$ cat src/rtl/lsq_pkg.sv
// Shared definitions for the load/store memory arbiter: station indices,
// result tags and the grant-type encoding.
package lsq_pkg;

    localparam int N_STN = 4;

    localparam logic [1:0] IDX_F0 = 2'd0;
    localparam logic [1:0] IDX_F1 = 2'd1;
    localparam logic [1:0] IDX_S0 = 2'd2;
    localparam logic [1:0] IDX_S1 = 2'd3;

    localparam logic [3:0] TAG_F0 = 4'b0100;
    localparam logic [3:0] TAG_F1 = 4'b0101;
    localparam logic [3:0] TAG_S0 = 4'b0110;
    localparam logic [3:0] TAG_S1 = 4'b0111;

    typedef enum logic [1:0] {
        NONE = 2'd0,
        RD   = 2'd1,
        WR   = 2'd2,
        FWD  = 2'd3
    } gnt_e;

    function automatic logic [3:0] stn_tag(input logic [1:0] idx);
        logic [3:0] tag;
        case (idx)
            IDX_F0:  tag = TAG_F0;
            IDX_F1:  tag = TAG_F1;
            IDX_S0:  tag = TAG_S0;
            default: tag = TAG_S1;
        endcase
        return tag;
    endfunction

endpackage

$ cat src/rtl/lsq_age_matrix.sv
// Age matrix over the four stations with oldest-requester select.
// older[i][j] = 1 means station i was allocated before station j.
import lsq_pkg::*;

module lsq_age_matrix #(
    parameter int N = N_STN
) (
    input  logic                clk,
    input  logic                rst_n,
    input  logic [N-1:0]        alloc,
    input  logic [N-1:0]        slot,
    input  logic [N-1:0]        req,
    output logic [N-1:0][N-1:0] older,
    output logic [N-1:0]        gnt
);

    // A new entry is younger than everything already present; same-cycle
    // entries are ordered by slot, then by fixed station index.
    always_ff @(posedge clk or negedge rst_n) begin
        if (!rst_n) begin
            older <= '0;
        end else begin
            for (int i = 0; i < N; i++) begin
                for (int j = 0; j < N; j++) begin
                    if (i != j) begin
                        if (alloc[i] && alloc[j])
                            older[i][j] <= (slot[i] < slot[j]) ||
                                           ((slot[i] == slot[j]) && (i < j));
                        else if (alloc[i])
                            older[i][j] <= 1'b0;
                        else if (alloc[j])
                            older[i][j] <= 1'b1;
                    end
                end
            end
        end
    end

    always_comb begin
        gnt = '0;
        for (int i = 0; i < N; i++) begin
            gnt[i] = req[i];
            for (int j = 0; j < N; j++) begin
                if ((j != i) && req[j] && older[j][i])
                    gnt[i] = 1'b0;
            end
        end
    end

endmodule

$ cat src/rtl/lsq_mem_arbiter.sv
// Two-load / two-store queue arbitrating one single-port memory, oldest first,
// with WAR/WAW/RAW ordering. Define LSQ_FWD_EN for store-to-load forwarding.
import lsq_pkg::*;

module lsq_mem_arbiter #(
    parameter int AW = 8,
    parameter int DW = 8,
    parameter int TW = 4
) (
    input  logic            clk,
    input  logic            rst_n,
    input  logic [1:0]      ld_alloc,
    input  logic [2*AW-1:0] ld_addr,
    input  logic [1:0]      ld_slot,
    input  logic [1:0]      st_alloc,
    input  logic [1:0]      st_slot,
    input  logic [2*AW-1:0] st_addr,
    input  logic [2*DW-1:0] st_data,
    input  logic [1:0]      st_dvld,
    output logic [1:0]      ld_busy,
    output logic [1:0]      st_busy,
    output logic [1:0]      st_done,
    output logic            res_vld,
    output logic [TW+DW-1:0] res_bus,
    output logic            mem_en,
    output logic            mem_we,
    output logic [AW-1:0]   mem_addr,
    output logic [DW-1:0]   mem_wdata,
    input  logic [DW-1:0]   mem_rdata
);

`ifdef LSQ_FWD_EN
    localparam bit FWD_EN = 1'b1;
`else
    localparam bit FWD_EN = 1'b0;
`endif

    localparam logic [N_STN-1:0] STORE_MASK = 4'b1100;

    logic [N_STN-1:0]             busy, alloc_req, alloc_acc, slot, free, elig, gnt;
    logic [N_STN-1:0][N_STN-1:0]  older, match;
    logic [AW-1:0]                addr_q [N_STN];
    logic [DW-1:0]                sdata_q [2];
    logic [1:0]                   sdvld_q;
    logic [1:0]                   ld_fwd_need;
    logic [DW-1:0]                ld_fwd_src [2];
    gnt_e                         gnt_type;
    logic [1:0]                   gnt_idx;
    logic [DW-1:0]                fwd_data;

    logic                         pend_vld_p1;
    gnt_e                         pend_type_p1;
    logic [1:0]                   pend_idx_p1;
    logic [DW-1:0]                fwd_data_p1;

    assign alloc_req = {st_alloc, ld_alloc};
    assign slot      = {st_slot, ld_slot};

    // A station with a granted operation stays busy one more cycle and is released here.
    always_comb begin
        free = '0;
        for (int i = 0; i < N_STN; i++)
            free[i] = pend_vld_p1 && (pend_idx_p1 == 2'(i));
    end

    assign alloc_acc = alloc_req & (~busy | free);

    lsq_age_matrix #(.N(N_STN)) u_age (
        .clk   (clk),
        .rst_n (rst_n),
        .alloc (alloc_acc),
        .slot  (slot),
        .req   (elig),
        .older (older),
        .gnt   (gnt)
    );

    // match[i][j]: station j is busy, older than i and targets the same address.
    always_comb begin
        match = '0;
        for (int i = 0; i < N_STN; i++)
            for (int j = 0; j < N_STN; j++)
                match[i][j] = busy[j] && older[j][i] && (addr_q[j] == addr_q[i]);
    end

    always_comb begin
        elig        = '0;
        ld_fwd_need = '0;
        ld_fwd_src  = '{default: '0};
        for (int l = 0; l < 2; l++) begin
            logic blk, blk_nodata;
            blk        = |(match[l] & STORE_MASK);
            blk_nodata = (match[l][IDX_S0] && !sdvld_q[0]) ||
                         (match[l][IDX_S1] && !sdvld_q[1]);
            ld_fwd_need[l] = blk;
            // Youngest matching older store supplies forwarded data.
            if (match[l][IDX_S0] && match[l][IDX_S1])
                ld_fwd_src[l] = older[IDX_S0][IDX_S1] ? sdata_q[1] : sdata_q[0];
            else if (match[l][IDX_S1])
                ld_fwd_src[l] = sdata_q[1];
            else
                ld_fwd_src[l] = sdata_q[0];
            elig[l] = busy[l] && !free[l] && (!blk || (FWD_EN && !blk_nodata));
        end
        for (int s = 0; s < 2; s++)
            elig[s+2] = busy[s+2] && !free[s+2] && sdvld_q[s] && !(|match[s+2]);
    end

    always_comb begin
        gnt_type = NONE;
        gnt_idx  = '0;
        fwd_data = '0;
        for (int l = 0; l < 2; l++) begin
            if (gnt[l]) begin
                gnt_idx = 2'(l);
                if (ld_fwd_need[l]) begin
                    gnt_type = FWD;
                    fwd_data = ld_fwd_src[l];
                end else begin
                    gnt_type = RD;
                end
            end
        end
        for (int s = 0; s < 2; s++) begin
            if (gnt[s+2]) begin
                gnt_idx  = 2'(s + 2);
                gnt_type = WR;
            end
        end
    end

    assign mem_en    = (gnt_type == RD) || (gnt_type == WR);
    assign mem_we    = (gnt_type == WR);
    assign mem_addr  = mem_en ? addr_q[gnt_idx] : '0;
    assign mem_wdata = mem_we ? sdata_q[gnt_idx[0]] : '0;

    always_ff @(posedge clk or negedge rst_n) begin
        if (!rst_n) begin
            busy    <= '0;
            sdvld_q <= '0;
            for (int i = 0; i < N_STN; i++) addr_q[i] <= '0;
            for (int s = 0; s < 2; s++) sdata_q[s] <= '0;
        end else begin
            busy <= (busy & ~free) | alloc_acc;
            for (int l = 0; l < 2; l++)
                if (alloc_acc[l]) addr_q[l] <= ld_addr[l*AW +: AW];
            for (int s = 0; s < 2; s++) begin
                if (alloc_acc[s+2]) begin
                    addr_q[s+2] <= st_addr[s*AW +: AW];
                    sdata_q[s]  <= st_data[s*DW +: DW];
                    sdvld_q[s]  <= st_dvld[s];
                end else if (busy[s+2] && !sdvld_q[s]) begin
                    sdata_q[s]  <= st_data[s*DW +: DW];
                    sdvld_q[s]  <= st_dvld[s];
                end
            end
        end
    end

    // ---- grant -> completion stage ----
    always_ff @(posedge clk or negedge rst_n) begin
        if (!rst_n) begin
            pend_vld_p1  <= 1'b0;
            pend_type_p1 <= NONE;
            pend_idx_p1  <= '0;
            fwd_data_p1  <= '0;
        end else begin
            pend_vld_p1  <= (gnt_type != NONE);
            pend_type_p1 <= gnt_type;
            pend_idx_p1  <= gnt_idx;
            fwd_data_p1  <= fwd_data;
        end
    end

    assign res_vld = pend_vld_p1 && ((pend_type_p1 == RD) || (pend_type_p1 == FWD));
    assign res_bus = res_vld ? {TW'(stn_tag(pend_idx_p1)),
                                (pend_type_p1 == FWD) ? fwd_data_p1 : mem_rdata}
                             : '0;

    always_comb begin
        st_done = '0;
        for (int s = 0; s < 2; s++)
            st_done[s] = pend_vld_p1 && (pend_type_p1 == WR) && (pend_idx_p1 == 2'(s + 2));
    end

    assign ld_busy = busy[1:0];
    assign st_busy = busy[3:2];

endmodule

$ cat config.mk
export PLATFORM = sky130hd
export DESIGN_NAME = lsq_mem_arbiter
export DESIGN_NICKNAME = d
export VERILOG_FILES = /design/src/rtl/lsq_pkg.sv /design/src/rtl/lsq_age_matrix.sv /design/src/rtl/lsq_mem_arbiter.sv
export SDC_FILE = /design/constraint.sdc
export NUM_CORES = 1
export LEC_CHECK = 0
export ABC_AREA = 1
export BUFFER_PORTS_ARGS = -buffer_cell sky130_fd_sc_hd__buf_2
export CELL_PAD_IN_SITES_DETAIL_PLACEMENT = 0
export CELL_PAD_IN_SITES_GLOBAL_PLACEMENT = 1
export CORE_ASPECT_RATIO = 0.7
export CORE_UTILIZATION = 39
export DETAILED_ROUTE_END_ITERATION = 6
export PLACE_DENSITY = 0.86
export SLEW_MARGIN = 20
export SYNTH_ARGS = -nofsm -noshare
export SYNTH_HDL_FRONTEND = slang
export SYNTH_SLANG_ARGS = --single-unit
export TNS_END_PERCENT = 1
$ cat constraint.sdc
create_clock -name clk -period 3.1 [get_ports clk]
set_input_delay 0.155 -clock clk [delete_from_list [all_inputs] [get_ports clk]]
set_output_delay 0.155 -clock clk [all_outputs]
set_load 0.02 [all_outputs]
# [Yosys cells after proc, flatten, opt, wreduce, memory -nomap -nowiden]
# Index checks and enable logic that the tools add are counted.
[op_classes] n_lt_le_gt_ge=14 eq_ne=24 n_mux=77 bitwise_logic=8 n_reduce_logical=94
[ops] cell="8-bit two-way mux" count=21
[ops] cell="8-bit == test" count=10
[ops] cell="1-bit logical AND" count=62
[ops] cell="1-bit two-way mux" count=45
[ops] cell="3-bit nonzero test" count=6
[ops] cell="8-bit binary-select mux with 2-bit select" count=1
[ops] cell="2-bit two-way mux" count=8
[ops] cell="1-bit less-than comparator" count=12
[ops] cell="12-bit two-way mux" count=1
[ops] cell="2-bit == test (second input constant)" count=5
[ops] cell="1-bit logical NOT" count=10
[ops] cell="4-bit bitwise AND" count=2
[ops] cell="1-bit logical OR" count=8
[ops] cell="4-bit inverter" count=2
[ops] cell="4-bit OR" count=2
[ops] cell="4-bit OR reduction" count=2
[ops] cell="1-bit == test" count=6
[ops] cell="2-bit by 1-bit == test with 1-bit output (second input constant)" count=3
[ops] cell="2-bit case mux with 3 select lines" count=1
[ops] cell="2-bit nonzero test" count=3
[ops] cell="2-bit OR reduction" count=2
[ops] cell="3-bit >= comparator (second input constant)" count=1
[ops] cell="2-bit inverter with 3-bit output" count=1
[ops] cell="2-bit >= comparator (second input constant)" count=1
[ops] cell="other kinds (2)" count=2
[totals] ff_bits=79 inputBits=68 out_inout_bits=37 wordCells=242

# [Logic depth before layout (Yosys ltp)]
[logic_depth] ltp_word=17 mapped_depth=17 ltp_nobuf=17

# [Cells and area by module]
# A second synthesis with hierarchy kept.
[hier_totals] cells_unflattened=752 area_unflattened_um2=5138.7
[modules_own_cells] mod="lsq_mem_arbiter" instances=1 cells_each=652 area_each_um2=4434.3 seq_area_each_um2=1676.6
[modules_own_cells] mod="lsq_age_matrix" instances=1 cells_each=100 area_each_um2=704.4 seq_area_each_um2=300.3

# [Worst setup path before layout]
# OpenSTA, ideal clock, no wires.
[synth_timing] path_kind="reg2out" start="register busy[3]" end="output port mem_wdata[0]" arrival_ns=2.476 required_ns=2.945 setup_slack_ns=0.469 stages_incl_launch_ff=13 path_buffers=1 cell_sequence="dfrtp_1 -> o21ai_0 -> nor2_1 -> nand2_4 -> nor2_8 -> nand4_4 -> buf_6 -> nand2_4 -> nor2_1 -> inv_1 -> ha_1 -> o21ai_1 -> nor2_1"
[synth_between] elab_cells_between_ends=60 cone_classes="1 x eq/ne; 25 x mux; 1 x bitwise; 33 x reduce/logical"
[synth_rtl] item="start, declared" line_no="lsq_mem_arbiter.sv:40" rtl="logic [N_STN-1:0] busy, alloc_req, alloc_acc, slot, free, elig, gnt;"
[synth_rtl] item="start signal, assigned" line_no="lsq_mem_arbiter.sv:144" rtl="busy <= (busy & ~free) | alloc_acc;"
[synth_rtl] item="1-bit logical AND (2 in series)" line_no="lsq_mem_arbiter.sv:83" rtl="match[i][j] = busy[j] && older[j][i] && (addr_q[j] == addr_q[i]);"
[synth_rtl] item="2-bit OR reduction" line_no="lsq_mem_arbiter.sv:92" rtl="blk = |(match[l] & STORE_MASK);"
[synth_rtl] item="1-bit logical NOT" line_no="lsq_mem_arbiter.sv:103" rtl="elig[l] = busy[l] && !free[l] && (!blk || (FWD_EN && !blk_nodata));"
[synth_rtl] item="1-bit logical AND" line_no="lsq_mem_arbiter.sv:103"
[synth_rtl] item="1-bit logical AND" line_no="lsq_age_matrix.sv:44" rtl="if ((j != i) && req[j] && older[j][i])"
[synth_rtl] item="1-bit two-way mux (3 in series)" line_no="lsq_age_matrix.sv:44"
[synth_rtl] item="2-bit two-way mux (2 in series)" line_no="lsq_mem_arbiter.sv:114" rtl="if (gnt[l]) begin"
[synth_rtl] item="2-bit two-way mux" line_no="lsq_mem_arbiter.sv:125" rtl="if (gnt[s+2]) begin"
[synth_rtl] item="2-bit two-way mux *" line_no="lsq_mem_arbiter.sv:125"
[synth_rtl] item="net gnt_type[0]" line_no="lsq_mem_arbiter.sv:47" rtl="gnt_e gnt_type;"
[synth_rtl] item="2-bit == test *" line_no="lsq_mem_arbiter.sv:133" rtl="assign mem_we = (gnt_type == WR);"
[synth_rtl] item="net mem_we" line_no="lsq_mem_arbiter.sv:26" rtl="output logic mem_we,"
[synth_rtl] item="8-bit two-way mux *" line_no="lsq_mem_arbiter.sv:135" rtl="assign mem_wdata = mem_we ? sdata_q[gnt_idx[0]] : '0;"
[synth_rtl] item="end, declared" line_no="lsq_mem_arbiter.sv:28" rtl="output logic [DW-1:0] mem_wdata,"
# Mark *: on every way through the listed nets, which the timed path passes. The rest lies on a longest branch. The select of a mux whose other input is x is not followed.

# [Worst setup path after layout]
[layout_timing] start="register addr_q[21] (netlist name)" end="output port mem_addr[2]"
[layout_between] elab_cells_between_ends=54 cone_classes="6 x eq/ne; 24 x mux; 1 x bitwise; 23 x reduce/logical"
[layout_rtl] item="start, declared" line_no="lsq_mem_arbiter.sv:42" rtl="logic [AW-1:0] addr_q [N_STN];"
[layout_rtl] item="start signal, assigned by index" line_no="lsq_mem_arbiter.sv:146" rtl="if (alloc_acc[l]) addr_q[l] <= ld_addr[l*AW +: AW];"
[layout_rtl] item="start signal, assigned by index" line_no="lsq_mem_arbiter.sv:149" rtl="addr_q[s+2] <= st_addr[s*AW +: AW];"
[layout_rtl] item="8-bit == test" line_no="lsq_mem_arbiter.sv:83"
[layout_rtl] item="1-bit logical AND" line_no="lsq_mem_arbiter.sv:83"
[layout_rtl] item="4-bit OR reduction or 2-bit OR reduction (tied branches)" line_no="lsq_mem_arbiter.sv:106, lsq_mem_arbiter.sv:92"
[layout_rtl] item="1-bit logical NOT (on tied branches)" line_no="lsq_mem_arbiter.sv:106, lsq_mem_arbiter.sv:103"
[layout_rtl] item="1-bit logical AND (on tied branches)" line_no="lsq_mem_arbiter.sv:106, lsq_mem_arbiter.sv:103"
[layout_rtl] item="1-bit two-way mux or 1-bit logical AND (tied branches)" line_no="lsq_age_matrix.sv:44"
[layout_rtl] item="1-bit two-way mux (2 in series)" line_no="lsq_age_matrix.sv:44"
[layout_rtl] item="2-bit two-way mux" line_no="lsq_mem_arbiter.sv:125"
[layout_rtl] item="2-bit two-way mux *" line_no="lsq_mem_arbiter.sv:125"
[layout_rtl] item="net gnt_idx[1]" line_no="lsq_mem_arbiter.sv:48" rtl="logic [1:0] gnt_idx;"
[layout_rtl] item="2-bit inverter with 3-bit output (not written as such) *" line_no="lsq_mem_arbiter.sv:134" rtl="assign mem_addr = mem_en ? addr_q[gnt_idx] : '0;"
[layout_rtl] item="8-bit binary-select mux with 2-bit select *" line_no="lsq_mem_arbiter.sv:134"
[layout_rtl] item="8-bit two-way mux (not written as such) * (2 in series)" line_no="lsq_mem_arbiter.sv:134"
[layout_rtl] item="8-bit two-way mux *" line_no="lsq_mem_arbiter.sv:134"
[layout_rtl] item="end, declared" line_no="lsq_mem_arbiter.sv:27" rtl="output logic [AW-1:0] mem_addr,"
# Marked as above.

==> flow_summary.json <==
{
  "status": "complete, no violations",
  "setup_viol_count_final": 0,
  "syn_area_per_cell_um2": 7.36,
  "async_flop_share_pct": 100,
  "synth-edff-count": 0,
  "hold_path.class": "in2reg",
  "fin_crit_ns": 2.92,
  "synth_top_family_by_area": "simple AND/OR/NAND/NOR gates",
  "ys_types": 36,
  "antenna_found_initial": 0,
  "max_freq_ghz": 0.342,
  "fp.dieW_um": 131,
  "synthFlopType": "dfrtp_1",
  "r2r_start": "addr_q[1]",
  "timing.rr.end": "pend_vld_p1",
  "nNetsFinal": 806,
  "crit_path_start_kind": "flop",
  "cp-end-kind": "output port",
  "core_area_mm2": 0.0112,
  "netlist_area_mm2": 0.00457,
  "firstDrtPassIters": 5,
  "r2r_cells": 14,
  "gr-total-overflow": 0,
  "synth-adder-area-share_pct": 0.547,
  "die-area_mm2": 0.0122,
  "wl_per_cell_um": 14.9,
  "critPathRequiredTime_ns": 2.94,
  "finClkSkew_ns": 0.00373,
  "synthCells": 621,
  "grt_pass1_vias": 4079,
  "row_count": 32,
  "drt-initial-drc-count": 377,
  "critPathLaunch": "addr_q[21]",
  "layout-drive-gt1-share_pct": 23.9,
  "areaGrowthSynthToFinish_pct": 23.2,
  "clk_pin_slew_ns": 0.06,
  "crit_path_end": "mem_addr[2]",
  "io_pins": 105,
  "yosys.area_share.simple_pct": 35.0,
  "ys_ff_latch": 79,
  "drc_errors": 0,
  "synth-compound-area-share_pct": 8.89,
  "holdPathStages": 3,
  "cts_tree": "yes",
  "antenna_left": 0,
  "gp_congestion": 0.925,
  "synthXorXnorAreaFrac_pct": 4.60,
  "drt_wl_total_um": 13300,
  "r2r_slack_ns": 0.86,
  "grt.total_usage_pct": 23.0,
  "hpwl_um": 9840,
  "fin_crit_sh_pct": 94.2,
  "maxSlewHeadroom_pct": 50.2,
  "path_cells": "xnor2_2 -> nand2_1 -> nor2_1 -> nand3b_1 -> nand4_1 -> nand2_1 -> inv_1 -> nand2_4 -> nand2_4 -> nor2_2 -> inv_1 -> ha_4 -> a21oi_1 -> buf_2",
  "cts_buffer_depth": 2,
  "grt_max_degree": 80,
  "htree_levels": 3,
  "diodes": 0,
  "start_util_pct": 40.8,
  "cts_root_buf": "clkbuf_16",
  "vias": 4290,
  "clock-sinks": 79,
  "clock_latency_ns": 0.34,
  "ys_seq_area_share_pct": 43.2,
  "critical_path_arrival_ns": 2.77,
  "report.final.slew_viol_count": 0,
  "drv_cap": 0,
  "grt_first_pass_wirelength_um": 21400,
  "die_h_um": 92.6,
  "max_stage_delay_ns": 0.44,
  "hold_viol_final": 0,
  "synthMuxAreaShare_pct": 0,
  "tightest_slew_ns": 0.747,
  "slowest_stage": "dfrtp_1",
  "path_class": "reg2out",
  "cts_buffers": 9,
  "finalSetupTns_ns": 0,
  "viasPerCell": 4.80,
  "yosysWarnings": 2,
  "post-route-util_pct": 50.3,
  "fill_cells": 1128,
  "numPortBuffers": 103,
  "crit_fanout": 10
}
==> stage by stage <==
step                hold WS, ns  setup slack [ns]  std cells  area [µm²]
floorplan                -0.141             0.469        629        4600
global placement          0.352             0.326        876        5260
detailed placement        0.357             0.248        876        5260
CTS                     0.00494           0.00396        891        5560
global route             0.0147           -0.0190        893        5630
finish                   0.0134             0.180        893        5630
==> final cells by class <==
type,count,area [µm²],area share [%]
Timing Repair Buffer,111,587,10.4
Tap cell,153,191,3.40
Clock inverter,3,42.5,0.755
Clock buffer,12,256,4.55
Inverter,67,251,4.46
Multi-Input combinational cell,468,2330,41.3
Sequential cell,79,1980,35.1
==> worst max-delay path, delay by kind of cell, from the launching register on <==
| kind | cells | cell delay [ns] |
|---|---|---|
| buffers and inverters | 3 | 0.39 |
| adders and majority gates | 1 | 0.26 |
| DFF | 1 | 0.44 |
| xor gates and xnor gates | 1 | 0.21 |
| and+or+nand+nor | 8 | 0.96 |
| AOI/OAI and AO/OA | 1 | 0.15 |
==> worst min-delay path by stage <==
stage / from / end / slack [ns]
finish: st_addr[14] / addr_q[6] / 0.01
global route: st_data[1] / sdata_q[9] / 0.01
CTS: st_addr[14] / addr_q[6] / 0.005
detailed placement: st_addr[14] / addr_q[6] / 0.36
global placement: st_data[12] / sdata_q[4] / 0.35
floorplan: rst_n / addr_q[0] / -0.14
==> what timing repair did <==
| action | in CTS | in global routing |
|---|---|---|
| endpoints found under the setup margin | 17 | 17 |
| hold buffers | 0 | 1 |
| endpoints found under the hold margin | 0 | 79 |
| gates resized for setup | 2 | 11 |
| pin swaps | 0 | 1 |
| setup buffers | 0 | 1 |
==> kinds of logic after synthesis <==
kind of cell / Yosys count
xor+xnor: 24
fa+ha+maj: 2
compound gates: 73
buf+inv: 82
flops: 79
simple gates: 360
other cells: 1
==> flip-flops by register name (all words and copies together), names as in the netlist <==
register      count
addr_q           32
sdata_q          16
u_age.older      12
fwd_data_p1       8
busy              4
pend_idx_p1       2
pend_type_p1      2
sdvld_q           2
pend_vld_p1       1
==> layout by cell type, fill, tap and decap left out, types with 2 or more instances in the layout <==
cell type	instances
inv_1	55
nand3_1	14
a21oi_2	3
nor2_8	2
nand2_4	6
clkbuf_16	9
nor2_2	6
nor3_1	8
inv_2	9
buf_2	101
nand2_8	2
clkbuf_8	2
nor2_1	73
nand4_1	5
conb_1	9
dfrtp_1	77
dfrtp_2	2
o21ai_1	9
clkinv_1	3
nand2_1	226
nor2_4	4
nand3_2	5
xnor2_2	2
xnor2_1	22
buf_4	8
o21ai_0	44
nand2_2	6
a21oi_1	8
o21a_1	3
o31ai_1	2
==> cell usage after synthesis (3+ instances only) <==
| master | n | area, µm² |
|---|---|---|
| clkbuf_1 | 8 | 30.0 |
| nor2_1 | 75 | 282 |
| nand3_1 | 14 | 70.1 |
| o21ai_1 | 8 | 40.0 |
| nor3_1 | 8 | 40.0 |
| o21a_1 | 3 | 22.5 |
| inv_2 | 9 | 33.8 |
| nand2_2 | 6 | 37.5 |
| nand3_2 | 5 | 50.1 |
| inv_1 | 55 | 206 |
| a21oi_1 | 8 | 40.0 |
| nor2_2 | 6 | 37.5 |
| nand4_1 | 5 | 31.3 |
| o21ai_0 | 45 | 225 |
| dfrtp_1 | 79 | 1980 |
| nand2_4 | 6 | 67.6 |
| clkinv_1 | 3 | 11.3 |
| a21oi_2 | 3 | 26.3 |
| nand2_1 | 226 | 848 |
| xnor2_1 | 24 | 210 |
==> metal layers <==
layer | routed length, µm | up-vias | GRT usage (%)
li1 | - | 2140 | -
met1 | 6690 | 1970 | 34.2
met2 | 5430 | 168 | 33.0
met3 | 1020 | 12 | 4.93
met4 | 146 | 0 | 7.27
met5 | 0 | - | 0
Power is left out: the tool's default activity adds up to more than one toggle a clock period on the data nets, which glitch-free logic cannot reach.
